<file path="config.mk">
export PLATFORM = sky130hd
export DESIGN_NAME = mod_counter
export DESIGN_NICKNAME = d
export VERILOG_FILES = /design/src/rtl/counter_pkg.sv /design/src/rtl/cnt_next.sv /design/src/rtl/mod_counter.sv
export SDC_FILE = /design/constraint.sdc
export NUM_CORES = 1
export LEC_CHECK = 0
export BUFFER_PORTS_ARGS = -buffer_cell sky130_fd_sc_hd__buf_2
export CORE_AREA = 2 2 39 41
export CTS_BUF_LIST = sky130_fd_sc_hd__clkbuf_8
export CTS_CLUSTER_SIZE = 14
export DETAILED_ROUTE_END_ITERATION = 12
export DIE_AREA = 0 0 41 43
export MAX_ROUTING_LAYER = met4
export PLACE_DENSITY = 0.66
export SLEW_MARGIN = 40
export SYNTH_ARGS = -nofsm -noshare
export SYNTH_HDL_FRONTEND = slang
export SYNTH_SLANG_ARGS = --single-unit
</file>
<file path="constraint.sdc">
create_clock -name clk -period 3.6 [get_ports clk]
set_input_delay 0.18 -clock clk [delete_from_list [all_inputs] [get_ports clk]]
set_output_delay 0.18 -clock clk [all_outputs]
set_load 0.05 [all_outputs]
</file>
<file path="src/rtl/counter_pkg.sv">
// Shared constants and helpers for the modulo counter family.
// Mode values select what happens at the count limits.
package counter_pkg;

    localparam int unsigned CNT_WRAP      = 0;
    localparam int unsigned CNT_SAT       = 1;
    localparam int unsigned CNT_MAX_WIDTH = 32;

    // Any value outside 0..modulus-1 maps to the top of the range.
    function automatic logic [63:0] clamp_load(input logic [63:0] value,
                                               input logic [63:0] modulus);
        return (value < modulus) ? value : (modulus - 64'd1);
    endfunction

endpackage

</file>
<file path="src/rtl/cnt_next.sv">
// Next-state logic for mod_counter: decides the next count, the overflow
// event and the terminal-count prediction. Purely combinational.
module cnt_next
    import counter_pkg::*;
#(
    parameter int unsigned      WIDTH    = 4,
    parameter longint unsigned  MODULUS  = 16,
    parameter int unsigned      SATURATE = CNT_WRAP
) (
    input  logic [WIDTH-1:0] q,
    input  logic             en,
    input  logic             up,
    input  logic             clr,
    input  logic             load,
    input  logic [WIDTH-1:0] load_val,
    output logic [WIDTH-1:0] q_next,
    output logic             ovf_next,
    output logic             tc
);

    localparam logic [WIDTH:0]   MOD_EXT  = (WIDTH+1)'(MODULUS);
    localparam logic [WIDTH-1:0] Q_MAX    = WIDTH'(MODULUS - 64'd1);
    localparam logic             SAT_MODE = (SATURATE == CNT_SAT);

    logic [WIDTH:0]   w_q_inc;
    logic [WIDTH:0]   w_q_dec;
    logic             w_at_max;
    logic             w_at_zero;
    logic [WIDTH-1:0] w_load_q;

    // The extra bit makes both limit tests fall out of the adders:
    // incrementing onto MODULUS means top of range, a borrow means zero.
    assign w_q_inc   = {1'b0, q} + (WIDTH+1)'(1);
    assign w_q_dec   = {1'b0, q} - (WIDTH+1)'(1);
    assign w_at_max  = (w_q_inc == MOD_EXT);
    assign w_at_zero = w_q_dec[WIDTH];
    assign w_load_q  = WIDTH'(clamp_load(64'(load_val), 64'(MODULUS)));

    assign tc = en & ~clr & ~load & (up ? w_at_max : w_at_zero);

    always_comb begin
        q_next   = q;
        ovf_next = 1'b0;
        if (clr) begin
            q_next = '0;
        end else if (load) begin
            q_next = w_load_q;
        end else if (en) begin
            if (up) begin
                if (w_at_max) begin
                    ovf_next = 1'b1;
                    q_next   = SAT_MODE ? q : '0;
                end else begin
                    q_next = w_q_inc[WIDTH-1:0];
                end
            end else begin
                if (w_at_zero) begin
                    ovf_next = 1'b1;
                    q_next   = SAT_MODE ? q : Q_MAX;
                end else begin
                    q_next = w_q_dec[WIDTH-1:0];
                end
            end
        end
    end

endmodule

</file>
<file path="src/rtl/mod_counter.sv">
// Synchronous modulo-N up/down counter with clear, load, wrap/saturate mode,
// terminal-count and overflow flags. Holds only the count and ovf registers.
module mod_counter
    import counter_pkg::*;
#(
    parameter int unsigned      WIDTH    = 4,
    parameter longint unsigned  MODULUS  = 16,
    parameter int unsigned      SATURATE = CNT_WRAP
) (
    input  logic             clk,
    input  logic             rst_,
    input  logic             en,
    input  logic             up,
    input  logic             clr,
    input  logic             load,
    input  logic [WIDTH-1:0] load_val,
    output logic [WIDTH-1:0] q,
    output logic             tc,
    output logic             ovf
);

    localparam longint unsigned MOD_LIMIT = 64'd1 << WIDTH;

    generate
        if (WIDTH < 1 || WIDTH > CNT_MAX_WIDTH) begin : g_bad_width
            $error("mod_counter: WIDTH must be 1..32");
        end
        if (MODULUS < 2 || MODULUS > MOD_LIMIT) begin : g_bad_modulus
            $error("mod_counter: MODULUS must satisfy 2 <= MODULUS <= 2**WIDTH");
        end
        if (SATURATE != CNT_WRAP && SATURATE != CNT_SAT) begin : g_bad_mode
            $error("mod_counter: SATURATE must be 0 or 1");
        end
    endgenerate

    logic [WIDTH-1:0] r_q;
    logic             r_ovf;
    logic [WIDTH-1:0] w_q_next;
    logic             w_ovf_next;
    logic             w_tc;

    cnt_next #(
        .WIDTH    (WIDTH),
        .MODULUS  (MODULUS),
        .SATURATE (SATURATE)
    ) u_cnt_next (
        .q        (r_q),
        .en       (en),
        .up       (up),
        .clr      (clr),
        .load     (load),
        .load_val (load_val),
        .q_next   (w_q_next),
        .ovf_next (w_ovf_next),
        .tc       (w_tc)
    );

    always_ff @(posedge clk or negedge rst_) begin
        if (!rst_) begin
            r_q   <= '0;
            r_ovf <= 1'b0;
        end else begin
            r_q   <= w_q_next;
            r_ovf <= w_ovf_next;
        end
    end

    assign q   = r_q;
    assign ovf = r_ovf;
    assign tc  = w_tc;

endmodule

</file>
Word-level counts from Yosys, hierarchy flattened
Cells that the tools add are included. Widths: inputs -> output; s select.

Register bits after elaboration: 5. Output and inout bits: 6. Logic and storage cells: 24.

Add/subtract/negate cells: 2. Eq/ne operators: 1. Mux-type cells: 13. Bitwise gates (word level): 5. Reductions and logical operators: 1.

Operator list (number): $mux 4 (6); $mux 1 (7); $add 4x1->5 const B (1); $eq 5x5->1 const B (1); $sub 4x1->5 const B (1); $and 1x1->1 (3); $reduce_bool 3->1 (1); $not 1->1 (2).

Logic depth before layout (Yosys ltp)
Gate-level depths: netlist of the first run.

Depth after elaboration: 7. Gate-level depth with buffers: 6.

By module
From an unflattened synthesis of the first run, not the netlist that was laid out.

Cell total of the unflattened synthesis: 44. Area total of the unflattened synthesis: 401.6 sq um.

Modules (own cells, without submodules): cnt_next (times used 1, cells each 39, area each 276.5 sq um, sequential area each 0.0 sq um); mod_counter (times used 1, cells each 5, area each 125.1 sq um, sequential area each 125.1 sq um).

Least setup slack after synthesis of the first run
No wires, ideal clock.

Kind: register to output. From: register r_q[0] (netlist: q[0]). To: output port tc. Arrival time: 2784 ps. Data required time: 3420 ps. Slack: 636 ps. Cell stages (with the launch flop): 6. Path buffers: 0. Path through: dfrtp_1 inv_1 ha_1 nor4b_4 a31oi_1 nor4_1.

Longest elaborated chain between the ends: 4. Elaborated cells between the ends (all ways): 5. Classes of those cells: 2 x add/sub; 1 x eq/ne; 1 x mux; 1 x bitwise.

Ends and longest elaborated chain: start: declaration (line mod_counter.sv:36) `logic [WIDTH-1:0] r_q;`; start signal: assignment (line mod_counter.sv:63) `r_q <= w_q_next;`; $add 4x1->5 (line cnt_next.sv:33) `assign w_q_inc = {1'b0, q} + (WIDTH+1)'(1);`; $eq 5x5->1 (line cnt_next.sv:35) `assign w_at_max = (w_q_inc == MOD_EXT);`; $mux 1 * (line cnt_next.sv:39) `assign tc = en & ~clr & ~load & (up ? w_at_max : w_at_zero);`; $and 1x1->1 * (line cnt_next.sv:39); end: declaration (line mod_counter.sv:18) `output logic tc,`.

Every way passes the cells marked *; elsewhere a longest branch is shown, timed or not.

Worst setup path after layout of the first run
Same ends and word-level chain as after synthesis.

==> impl_metrics.tcl, run 1 <==
set metrics [dict create \
    cts_buffer_depth 2 \
    cts_root_buf "clkbuf_8" \
    cts_tree "done" \
    r2r-end "q[0]$_DFFE_PN0P_" \
    critPathLaunchType "flip-flop" \
    status "finished, final reports clean" \
    cp_cell_sequence "inv_1 > ha_1 > nor4b_4 > a31oi_1 > nor4_1 > buf_2" \
    globalplace.congestion 0.738 \
    critical_path.max_stage_delay_ns 0.43 \
    synth.area.top_cells "dfrtp_1, inv_1, ha_1" \
    syn_to_final_growth_pct 31.5 \
    instances_no_fill 81 \
    rsz0062_at_grt "false" \
    io_pins 16 \
    swShare 0.318 \
    critical_path_class "reg2out" \
    crit_path_end "tc" \
    crit_slowest_cell "dfrtp_1" \
    intPower_mw 0.157 \
    drt_iter0_markers 3 \
    syn_nets 59 \
    placement.io_buffers 15 \
    synthTopCellsByCount "inv_1, dfrtp_1, a21oi_1" \
    r2r_start "q[0]$_DFFE_PN0P_" \
    crit_path_end_kind "output port" \
    clkLatencyLatePin_ns 0.22 \
    ir_worst_vdd_uv 193 \
    crit_buf_inv 2 \
    slew_headroom 0.785 \
    p_sw_mw 0.0730 \
    hold_class "in2reg" \
    dieArea_um2 1760 \
    synth_edf_count 0 \
    final_area_um2 564 \
    groute.usage.overall 0.157 \
    clkTransAtPathRegs_ns 0.03 \
    viasPerCell 5.22 \
    ys_async_sr_fraction 1.00 \
    clkPwrFrac 0.429 \
    p_leak_nw 0.282 \
    core_area_um2 1380 \
    finClkSkew_ns 0.000725 \
    synth.distinct_cells 29 \
    synth_top_area_frac 0.292 \
    pwr-share-seq 0.301 \
    grt_pass1_vias 426 \
    antenna_cells 0 \
    clock_sinks 5 \
    synth_top_flop_cell "dfrtp_1" \
    yosysSeqAreaShare 0.292 \
    grt_overflow_total 0 \
    antenna_left 0 \
    wire_per_inst_um 13.2 \
    ys_warn_count 0 \
    final_nets 78 \
    drt_first_pass_iters 4 \
    setup_tns_ns 0 \
    rows 14 \
    htree_num_levels 1 \
    antenna_found_initial 0 \
    routed-via-count 423 \
    die_h_um 43 \
    startpoint "q[0]$_DFFE_PN0P_" \
    synth_top_cell_by_area "dfrtp_1" \
    fin_crit_ns 2.16 \
    dp_slack_ns 1.77 \
    worstPathArrival_ns 1.98 \
    maxSlewViolCount 0 \
    yosysMostFrequentCell "inv_1" \
    drv_cap 0 \
    cp_top_family "simple AND/OR/NAND/NOR gates" \
    finalHoldViolCount 0 \
    place_area_um2 509 \
    reg2reg_slack_ns 1.97 \
    total_power_mw 0.230 \
    numCtsBuffers 3 \
    dpl.cell_count 76 \
    path_depth 6 \
    fmax_mhz 463 \
    worst_slack_ns 1.44 \
    timing.final.crit_share 0.600 \
    synth_seq_cells 5 \
    fillers 148 \
    rr_worst_depth 6 \
    cellPowerDensity_nw_per_um2 407 \
    drc 0 \
    p_comb_frac 0.270 \
    grt_pass1_wl_um 1790 \
    fp.dieW_um 41 \
    setup_violations 0 \
    syn_inst 47 \
    wirelength_um 1070 \
    start_util 0.310 \
    avgSynthCellArea_um2 9.13 \
    worstPathRequired_ns 3.42 \
    grt_max_degree 12 \
    max_slew.worst_pin.slew_ns 0.319 \
    drive_gt1_frac 0.354 \
    netlist_area_um2 429 \
    cp_max_fo 6 \
]
-- metrics by stage --
stage,utilization,hold WS (ns)
finish,0.408,0.203
global route,0.408,0.215
CTS,0.408,0.196
detailed placement,0.368,0.00425
global placement,0.368,0.000366
floorplan,-,-0.116
-- routing by layer --
layer	vias up	part of all wire	GRT usage	wire (µm)
li1	209	-	-	-
met3	2	0.049	0.0314	52
met5	-	0	-	0
met1	203	0.44	0.192	466
met4	0	0.0075	0.100	8
met2	9	0.51	0.225	539
-- worst min-delay path by stage --
| stage | startpoint | to | slack, ns | cells after the start |
|---|---|---|---|---|
| final | clr | q[3]$_DFFE_PN0P_ | 0.20 | 2 |
| after global routing | clr | q[3]$_DFFE_PN0P_ | 0.21 | 2 |
| after CTS | clr | q[3]$_DFFE_PN0P_ | 0.20 | 2 |
| after detailed placement | rst_ | q[3]$_DFFE_PN0P_ | 0.004 | 1 |
| after global placement | rst_ | q[3]$_DFFE_PN0P_ | 0.0004 | 1 |
| after floorplan | rst_ | ovf$_DFF_PN0_ | -0.12 | 0 |
-- what timing repair did --
item	CTS	global route
resized for setup	0	0
hold buffers	1	0
hold endpoints to repair	5	0
buffers inserted	0	0
-- cell families (layout without fill, tap and decap cells) --
logic type | count (synthesis) | after routing | synth area share
adders and majority gates | 2 | 2 | 0.0583
muxes | 1 | 1 | 0.0233
DFF | 5 | 5 | 0.292
and+or+nand+nor | 13 | 13 | 0.219
AOI/OAI and AO/OA | 16 | 16 | 0.292
xor gates and xnor gates | 1 | 1 | 0.0204
buffers and inverters | 9 | 27 | 0.0962
-- power by group through the flow --
stage / Combinational (mW) / Sequential (mW) / Clock (mW)
floorplan: 0.0334 / 0.0801 / 0
global placement: 0.0602 / 0.0695 / 0
detailed placement: 0.0604 / 0.0697 / 0
CTS: 0.0615 / 0.0690 / 0.103
global route: 0.0683 / 0.0701 / 0.105
finish: 0.0620 / 0.0692 / 0.0986
-- state kept, by name, indices dropped and copies added, names as in the netlist --
| signal | cells |
|---|---|
| ovf | 1 |
| q | 4 |
-- cell type report --
class,count,area [µm²],share of cell area
Clock buffer,3,41.3,0.0732
Clock inverter,1,3.75,0.00665
Inverter,7,26.3,0.0466
Multi-Input combinational cell,33,263,0.466
Sequential cell,5,125,0.222
Tap cell,16,20.0,0.0355
Timing Repair Buffer,16,85.1,0.151
-- layout by cell type, fill, tap and decap left out, drive strengths merged --
cell type / count
buf: 15
and4: 1
xor2: 1
inv: 8
a211oi: 2
a21oi: 3
clkbuf: 3
nor4b: 2
nor4: 2
a211o: 1
nor2b: 2
a31o: 1
ha: 2
o21bai: 1
o22ai: 1
nor2: 2
a31oi: 1
nor3: 2
dfrtp: 5
nand2: 2
o21ai: 2
mux2i: 1
a21boi: 1
a221oi: 1
dlygate4sd3: 1
a2111oi: 1
o21a: 1
No activity file was read; power rests on OpenSTA's default activity.
==> run 2, diff against run 1 <==
Settings changed: PLACE_DENSITY 0.66 to 0.68.
Clock period 3.6 ns to 1.9 ns, I/O delays scaled along.
==> impl_metrics.tcl, run 2 (synthesis gave the netlist of run 1 again) <==
set metrics [dict create \
    cts_root_buf "clkbuf_8" \
    start_util 0.310 \
    hold_end "q[0]$_DFFE_PN0P_" \
    drt_iter0_markers 16 \
    clkLatencyLatePin_ns 0.22 \
    clkTransAtPathRegs_ns 0.03 \
    worstPathRequired_ns 1.80 \
    globalplace.congestion 0.803 \
    drive_gt1_frac 0.455 \
    htree_num_levels 1 \
    critical_path_class "reg2out" \
    hold_class "in2reg" \
    fin_crit_ns 1.81 \
    worst_slack_ns 0.0857 \
    final_nets 79 \
    grt_max_degree 12 \
    groute.usage.overall 0.153 \
    finClkSkew_ns 0.00231 \
    grt_pass1_wl_um 1760 \
    antenna_found_initial 0 \
    core_area_um2 1380 \
    clock_sinks 5 \
    worstPathArrival_ns 1.72 \
    io_pins 16 \
    p_leak_nw 0.287 \
    drv_cap 0 \
    post_cts_buffers 0 \
    layout_common_cells "buf_2, inv_1, a21oi_1, clkbuf_8, dfrtp_2" \
    max_slew.worst_pin.slew_ns 0.358 \
    grt_pass1_vias 415 \
    routed-via-count 455 \
    dp_slack_ns 0.211 \
    drt_first_pass_iters 4 \
    dieArea_um2 1760 \
    min_from "load_val[0]" \
    antenna_left 0 \
    rows 14 \
    status "finished, final reports clean" \
    placement.io_buffers 15 \
    rsz0062_at_grt "false" \
    grt_overflow_total 0 \
    die_h_um 43 \
    drc 0 \
    timing.final.crit_share 0.955 \
    antenna_cells 0 \
    setup_violations 0 \
    fp.dieW_um 41 \
    final_common_cell "buf_2" \
    maxSlewViolCount 0 \
    slew_headroom 0.760 \
    setup_tns_ns 0 \
    crit_path_end_kind "output port" \
    r2r-end "q[0]$_DFFE_PN0P_" \
    cts_buffer_depth 2 \
    fmax_mhz 551 \
    rr_worst_depth 6 \
    wirelength_um 1100 \
    critPathLaunchType "flip-flop" \
    reg2reg_slack_ns 0.39 \
    cts_tree "done" \
    dp_hpwl_um 822 \
    fillers 142 \
    wire_per_inst_um 13.4 \
    ir_worst_vdd_uv 635 \
    cp_max_fo 6 \
    largest_register_ffs 4 \
    syn_to_final_growth_pct 42.0 \
    viasPerCell 5.55 \
    hold_depth 3 \
    cellPowerDensity_nw_per_um2 738 \
    finalHoldViolCount 0 \
    r2r_start "q[0]$_DFFE_PN0P_" \
    numCtsBuffers 3 \
]
## run 2: cell types whose count changed in the layout (fill, tap and decap cells not counted)
cell | previous run | this run
nor4_4 | 0 | 1
ha_1 | 2 | 1
buf_4 | 0 | 1
nor4_1 | 2 | 1
buf_6 | 0 | 1
dfrtp_1 | 5 | 2
ha_4 | 0 | 1
dfrtp_2 | 0 | 3
buf_2 | 15 | 14
inv_2 | 0 | 1
inv_1 | 8 | 7
## run 2: layer usage
layer,GRT usage,vias to the layer above,share of wire
met5,-,-,0
met4,0.0467,0,0
met3,0.0733,0,0.10
met2,0.219,25,0.50
met1,0.186,219,0.39
li1,-,211,-
## run 2: worst max path at each step
stage	startpoint	end	slack, ns
2_1_floorplan	q[2]$_DFFE_PN0P_	tc	0.01
3_3_place_gp	q[0]$_DFFE_PN0P_	tc	0.26
3_5_place_dp	q[0]$_DFFE_PN0P_	tc	0.21
4_1_cts	q[0]$_DFFE_PN0P_	tc	0.02
5_1_grt	q[0]$_DFFE_PN0P_	tc	0.02
6_report	q[0]$_DFFE_PN0P_	tc	0.09
## run 2: worst max-delay path: stages (launching register included)
cell	delay, ns
dfrtp_2	0.44
inv_2	0.12
ha_4	0.17
nor4b_4	0.22
a31oi_1	0.12
nor4_4	0.24
buf_6	0.19
## run 2: per-stage QoR
stage | utilization | power [mW] | cell area (µm²) | cells | hold slack [ns]
floorplan | - | 0.220 | 450 | 47 | -0.201
global placement | 0.389 | 0.255 | 538 | 77 | -0.0827
detailed placement | 0.389 | 0.256 | 538 | 77 | -0.0866
CTS | 0.430 | 0.448 | 596 | 82 | 0.129
global route | 0.440 | 0.475 | 609 | 82 | 0.137
finish | 0.440 | 0.449 | 609 | 82 | 0.126
## run 2: cell type report
class	count	area [µm²]	share of cell area
tap	16	20.0	0.0329
inverter	7	26.3	0.0431
multi-input combinational	33	290	0.476
sequential	5	129	0.211
timing repair buffer	17	98.8	0.162
clock buffer	3	41.3	0.0678
clock inverter	1	3.75	0.00616
## run 2: repair_timing
| item | in CTS | in global routing |
|---|---|---|
| setup endpoints to repair | 1 | 1 |
| hold buffers | 1 | 0 |
| pin swaps | 0 | 0 |
| hold endpoints to repair | 5 | 0 |
| cloned | 0 | 0 |
| resized for setup | 1 | 2 |
## run 2: power by group
group	leakage, nW	internal, mW	switching [mW]
Combinational	0.199	0.0528	0.0809
Sequential	0.0614	0.115	0.0144
Clock	0.0269	0.138	0.0480
Total	0.287	0.306	0.143
==> run 3, diff against run 2 <==
Settings changed: PLACE_DENSITY 0.68 to 0.69, SETUP_SLACK_MARGIN from default to 0.3.
==> impl_metrics.tcl, run 3 (synthesis gave the netlist of run 1 again) <==
set metrics [dict create \
    die_h_um 43 \
    p_comb_frac 0.316 \
    grt_max_degree 12 \
    finalHoldViolCount 0 \
    r2r_start "q[0]$_DFFE_PN0P_" \
    layout_common_cells "buf_2, inv_1, buf_4, dfrtp_2, clkbuf_8" \
    core_area_um2 1380 \
    critical_path_class "reg2out" \
    placement.io_buffers 15 \
    largest_register_ffs 4 \
    antenna_cells 0 \
    numCtsBuffers 3 \
    path_depth 6 \
    clkTransAtPathRegs_ns 0.03 \
    start_util 0.310 \
    cts_tree "done" \
    fin_util 0.476 \
    status "finished, final reports clean" \
    ir_worst_vdd_uv 415 \
    cts_buffer_depth 2 \
    final_nets 84 \
    dieArea_um2 1760 \
    final_common_cell "buf_2" \
    cts_root_buf "clkbuf_8" \
    drt_first_pass_iters 2 \
    rsz0062_at_grt "true" \
    p_leak_nw 0.310 \
    wirelength_um 1080 \
    worstPathRequired_ns 1.80 \
    swShare 0.326 \
    setup_tns_ns 0 \
    rr_worst_depth 7 \
    clkPwrFrac 0.411 \
    slew_headroom 0.766 \
    hold_class "in2reg" \
    setup_violations 0 \
    groute.usage.overall 0.160 \
    finClkSkew_ns 0.00212 \
    max_slew.worst_pin.slew_ns 0.348 \
    min_from "load_val[0]" \
    clkLatencyLatePin_ns 0.22 \
    grt_pass1_wl_um 1840 \
    globalplace.congestion 0.741 \
    critPathLaunchType "flip-flop" \
    cellPowerDensity_nw_per_um2 714 \
    p_sw_mw 0.153 \
    cp_max_fo 2 \
    drv_cap 0 \
    crit_path_end_kind "output port" \
    io_pins 16 \
    reg2reg_slack_ns 0.38 \
    hold_end "q[0]$_DFFE_PN0P_" \
    r2r-end "q[0]$_DFFE_PN0P_" \
    worstPathArrival_ns 1.51 \
    cp_top_family "flip-flops" \
    crit_slowest_cell "dfrtp_2" \
    fin_crit_ns 1.61 \
    maxSlewViolCount 0 \
    wire_per_inst_um 12.4 \
    grt_overflow_total 0 \
    drive_gt1_frac 0.549 \
    rows 14 \
    critical_path.max_stage_delay_ns 0.40 \
    htree_num_levels 1 \
    antenna_left 0 \
    dp_hpwl_um 724 \
    clock_sinks 5 \
    intPower_mw 0.317 \
    crit_buf_inv 2 \
    routed-via-count 446 \
    timing.final.crit_share 0.846 \
    drt_iter0_markers 4 \
    antenna_found_initial 0 \
    syn_to_final_growth_pct 53.4 \
    fmax_mhz 622 \
    hold_depth 3 \
    pwr-share-seq 0.273 \
    cp_cell_sequence "inv_2 > ha_4 > nor4b_4 > a31oi_2 > nor4_4 > buf_6" \
    grt_pass1_vias 440 \
    fp.dieW_um 41 \
    drc 0 \
    viasPerCell 5.13 \
]
## run 3: cell count changes in the layout (fill, tap and decap cells not counted)
cell     before  now
a21oi_1       3    2
a21oi_2       0    1
a31oi_1       1    0
a31oi_2       0    1
buf_4         1    6
dfrtp_1       2    1
dfrtp_2       3    4
inv_1         7    6
inv_2         1    2
## run 3: area by class of cell
type	instances	area, µm²
multi-input combinational	33	300
clock inverter	1	3.75
clock buffer	3	41.3
fill	130	726
tap	16	20.0
sequential	5	130
inverter	7	26.3
timing repair buffer	22	136
## run 3: timing repair
action,in CTS,in global routing
hold buffers,1,0
pin swaps,2,0
gates resized for setup,2,1
endpoints found under the hold margin,5,0
gates cloned,0,0
setup buffers,6,0
setup endpoints to repair,1,2
## run 3: worst max path at each step
stage,start,to,slack [ns]
detailed placement,q[0]$_DFFE_PN0P_,tc,0.27
floorplan,q[0]$_DFFE_PN0P_,tc,0.07
global placement,q[0]$_DFFE_PN0P_,tc,0.32
finish,q[0]$_DFFE_PN0P_,tc,0.29
CTS,q[0]$_DFFE_PN0P_,tc,0.30
global route,q[0]$_DFFE_PN0P_,tc,0.21
## run 3: routing by layer
metal / GRT usage / up-vias / wire length [µm]
met1: 0.203 / 211 / 473
met4: 0.0800 / 0 / 17
met3: 0.0314 / 2 / 47
met2: 0.234 / 11 / 540
li1: - / 222 / -
met5: - / - / 0
## run 3: power groups by stage
| stage | sequential [mW] | clock, mW | combinational (mW) |
|---|---|---|---|
| after floorplan | 0.154 | 0 | 0.0718 |
| after global placement | 0.134 | 0 | 0.124 |
| after detailed placement | 0.134 | 0 | 0.125 |
| after CTS | 0.128 | 0.197 | 0.146 |
| after global routing | 0.130 | 0.206 | 0.160 |
| final | 0.128 | 0.193 | 0.148 |
## run 3: stage by stage
stage	setup slack [ns]	cells	hold WS, ns	instance area [µm²]	power [mW]
2_1_floorplan	0.0705	47	-0.201	468	0.226
3_3_place_gp	0.317	76	-0.0834	548	0.258
3_5_place_dp	0.274	76	-0.0837	548	0.259
4_1_cts	0.296	87	0.109	654	0.472
5_1_grt	0.209	87	0.142	658	0.496
6_report	0.293	87	0.119	658	0.470
## run 3: worst min-delay path: cells and delay by family
kind                   cells  cell delay (ns)
buffers and inverters      1             0.09
and+or+nand+nor            1             0.07
AOI/OAI and AO/OA          1             0.05
